**config.mk**
```make
export PLATFORM = sky130hd
export DESIGN_NAME = fir_filter_ppg
export DESIGN_NICKNAME = d
export VERILOG_FILES = /design/src/rtl/fir_filter_ppg.sv
export SDC_FILE = /design/constraint.sdc
export NUM_CORES = 1
export LEC_CHECK = 0
export ABC_AREA = 1
export CORE_UTILIZATION = 50
export DETAILED_ROUTE_END_ITERATION = 10
export PLACE_DENSITY = 0.67
export REMOVE_ABC_BUFFERS = 1
export SETUP_SLACK_MARGIN = 0.1
export SLEW_MARGIN = 20
export SYNTH_ARGS = -nofsm -noshare
export SYNTH_HDL_FRONTEND = slang
export SYNTH_SLANG_ARGS = --single-unit
```
**constraint.sdc**
```tcl
create_clock -name CLK_Filter -period 19.9 [get_ports CLK_Filter]
set_input_delay 4.975 -clock CLK_Filter [delete_from_list [all_inputs] [get_ports CLK_Filter]]
set_output_delay 4.975 -clock CLK_Filter [all_outputs]
set_load 0.03 [all_outputs]
```
**src/rtl/fir_filter_ppg.sv**
```systemverilog
// 16-tap direct-form FIR low-pass filter for one PPG channel: 8-bit unsigned in, 20-bit raw gain-156 out.
// Optional build macro FIR_IN_VALID_EN adds an in_valid strobe that gates the delay-line shift.
module fir_filter_ppg #(
    parameter int TAPS   = 16,
    parameter int DATA_W = 8,
    parameter int COEF_W = 8,
    parameter int OUT_W  = 20,
    parameter logic [TAPS*COEF_W-1:0] COEFFS = {
        8'd1,  8'd2,  8'd4,  8'd7,  8'd11, 8'd15, 8'd18, 8'd20,
        8'd20, 8'd18, 8'd15, 8'd11, 8'd7,  8'd4,  8'd2,  8'd1
    }
) (
    input  logic              CLK_Filter,
    input  logic              rst_n,
`ifdef FIR_IN_VALID_EN
    input  logic              in_valid,
`endif
    input  logic [DATA_W-1:0] ADC_Value,
    output logic [OUT_W-1:0]  Out_Filtered
);

    logic [TAPS-1:0][DATA_W-1:0] dly_q;
    logic [TAPS-1:0][DATA_W-1:0] dly_d;
    logic [OUT_W-1:0]            out_q;
    logic [OUT_W-1:0]            out_d;
    logic                        accept_s;
    logic [OUT_W-1:0]            sum_s;

    // Coefficient c_idx, with c0 held in the least-significant byte of COEFFS.
    function automatic logic [COEF_W-1:0] coef_at(input int idx);
        return COEFFS[idx*COEF_W +: COEF_W];
    endfunction

    // Sample-accept qualifier: every edge, or only strobed edges when the strobe exists.
`ifdef FIR_IN_VALID_EN
    assign accept_s = in_valid;
`else
    assign accept_s = 1'b1;
`endif

    // Delay-line next state: shift in the new sample or hold the current history.
    always_comb begin
        dly_d = dly_q;
        if (accept_s) begin
            dly_d[0] = ADC_Value;
            for (int i = 1; i < TAPS; i++) begin
                dly_d[i] = dly_q[i-1];
            end
        end else begin
            dly_d = dly_q;
        end
    end

    // Full-width multiply-accumulate over the pre-edge history; 255*156 fits in OUT_W.
    always_comb begin
        sum_s = '0;
        for (int i = 0; i < TAPS; i++) begin
            sum_s = sum_s + (OUT_W'(dly_q[i]) * OUT_W'(coef_at(i)));
        end
        out_d = sum_s;
    end

    // Delay-line and output registers; reset discards all history immediately.
    always_ff @(posedge CLK_Filter or negedge rst_n) begin
        if (!rst_n) begin
            dly_q <= '0;
            out_q <= '0;
        end else begin
            dly_q <= dly_d;
            out_q <= out_d;
        end
    end

    assign Out_Filtered = out_q;

endmodule

```
==> results.cfg <==
[sta]
maxSlewHeadroom_pct = 36.24
fmax_mhz = 140.4
layout_min_cycle_time_ns = 7.121
layout_setup_ws_ns = 12.78
rsz0062_at_grt = no
setup_tns_ns = 0
period_share_pct = 35.78
clock_skew_ns = 0.01362
setup_viol = 0
hold_viol_final = 0
maxSlewViolCount = 0
tightest_slew_ns = 0.9563
whs_ns = 0.3651

[placement]
gp_congestion = 0.8922
hpwl_um = 20790
post-place-cells = 1487
dp_slack_ns = 12.78
port_buffers = 27

[routing]
drc_errors = 0
wl_per_cell_um = 16.12
avgViaCountPerCell = 4.636
vias = 7042
totalWireLength_um = 24490
first_pass_iters = 4
drt_iter0_drc = 369
antenna_left = 0

[logic_synthesis]
synth_edf_count = 0
synth_warnings = 0
synth.avg_cell_area_um2 = 11.07
synth.largest_area_cell = fa_1
yosys_register_bits = 146
ys_async_sr_fraction_pct = 100.0
synth_ff_type = dfrtp_1
synth_top_area_share_pct = 36.60
synth_most_common_cell = inv_1
synth_top_cells_by_count = 409 x inv_1, 230 x fa_1, 146 x dfrtp_1
seq_area_frac_synth_pct = 29.04
yosys-top-cells-area = fa_1 37%, dfrtp_1 29%, ha_1 14%
ys_types = 27
syn_inst = 1136
syn-cell-area_mm2 = 0.01258

[clock_network]
cts_num_sinks = 146
h-tree-depth = 4
cts_tree = built
clk_path_buf_depth = 2
post_cts_resized = 0
numCtsBuffers = 17
clock-root-buffer = clkbuf_16
clock_latency_ns = 0.44
holdBufCountCts = 0
post_cts_buffers = 0
clk_pin_slew_ns = 0.07

[floorplan]
dieHeight_um = 160.6
initial_core_util_pct = 51.28
core_mm2 = 0.02453
rows = 57
die_x_um = 160.6
die_area_mm2 = 0.02580
io_pins = 30

[global_route]
grt_max_degree = 94
grt_pass1_vias = 7762
grt_usage_pct = 21.47
grt_pass1_wl_um = 41140
gr-total-overflow = 0
antenna_found_initial = 0

[min_path]
min_from = dly_d[18]$_DFF_PN0_
hold_class = reg2reg

[critical_path]
crit_start = dly_d[57]$_DFF_PN0_
start_kind = flop
timing.setup.critical_path_class = reg2reg
endpoint_kind = flop
crit_path_frequent_cell = fa_1
r2r-start = dly_d[57]$_DFF_PN0_
path_max_fanout = 5
cp.required_ns = 20.22
crit_slowest_cell = fa_1
cp_data_arrival_time_ns = 7.45
slowest_delay_ns = 0.56

[cells_and_area]
multi_input_area_mm2 = 0.007370
final_cells = 1519
drive_gt1_share_pct = 3.431
area_delta_synth_final_pct = 9.806
n_fill_cell = 2100
fin_nets = 1563
register_area_mm2 = 0.003654
antenna_cells = 0

[flow_run]
maxCapViolations = 0

[status]
outcome = finished clean
-- cells in the final DEF, fill, tap and decap left out, types with 4 or more instances in the layout --
cell type          n
inv_1            409
fa_1             230
dfrtp_1          146
ha_1             141
nand2_1          105
clkdlybuf4s50_1   26
nand3_1           23
a21oi_1           17
clkbuf_16         17
xor2_1            15
nand4_1           13
nor2_1            11
inv_6              6
xnor2_1            5
inv_8              4
-- metal layers --
layer  track usage (%)  vias up  part of all wire [%]
li1                  -     3323                     -
met1             29.97     3585                    45
met2             35.24      106                    50
met3             3.280       28                   3.2
met4             5.714        0                   1.8
met5                 0        -                     0
-- registers in the layout, indices dropped and copies added, names as in the netlist --
signal	count
Out_Filtered	18
dly_d	120
dly_q	8
-- cells by family after synthesis --
logic type      Yosys count  share of synthesized area, %
compound gates           23                        0.9746
buf+inv                 414                         12.41
fa+ha+maj               371                         50.62
flops                   146                         29.04
xor+xnor                 20                         1.392
other cells               1                       0.02981
simple gates            161                         5.530
-- metrics by stage --
stage	util [%]	cell area (um^2)
finish	56.31	13810
global route	56.31	13810
CTS	56.31	13810
detailed placement	54.02	13250
global placement	54.02	13250
floorplan	-	12570
-- worst max-delay path: cells and delay by family, from the launching register on --
family | cells | cell delay [ns]
buffers and inverters | 7 | 0.38
and+or+nand+nor | 7 | 0.52
DFF | 1 | 0.44
xor gates and xnor gates | 1 | 0.20
adders and majority gates | 12 | 5.46
-- area by class of cell --
class                      count  share of cell area (%)
multi-input combinational    577                   53.35
sequential                   146                   26.45
inverter                     412                   11.19
clock buffer                  17                   3.079
tap                          324                   2.935
timing repair buffer          28                   2.020
clock inverter                15                  0.9782
-- final timing paths --
check | slack, ns | end | depth (start not counted)
setup / recovery | 12.78 | Out_Filtered[17]$_DFF_PN0_ | 27
hold / removal | 0.37 | dly_d[26]$_DFF_PN0_ | 0
setup reg to reg | 12.78 | Out_Filtered[17]$_DFF_PN0_ | 27
hold reg to reg | 0.37 | dly_d[26]$_DFF_PN0_ | 0
max in group asynchronous | 14.04 | dly_d[18]$_DFF_PN0_ | 2
min in group asynchronous | 4.58 | Out_Filtered[6]$_DFF_PN0_ | 1
Power is not shown: default switching activity piles up to over one toggle a cycle in this logic, so the estimate is an artifact.
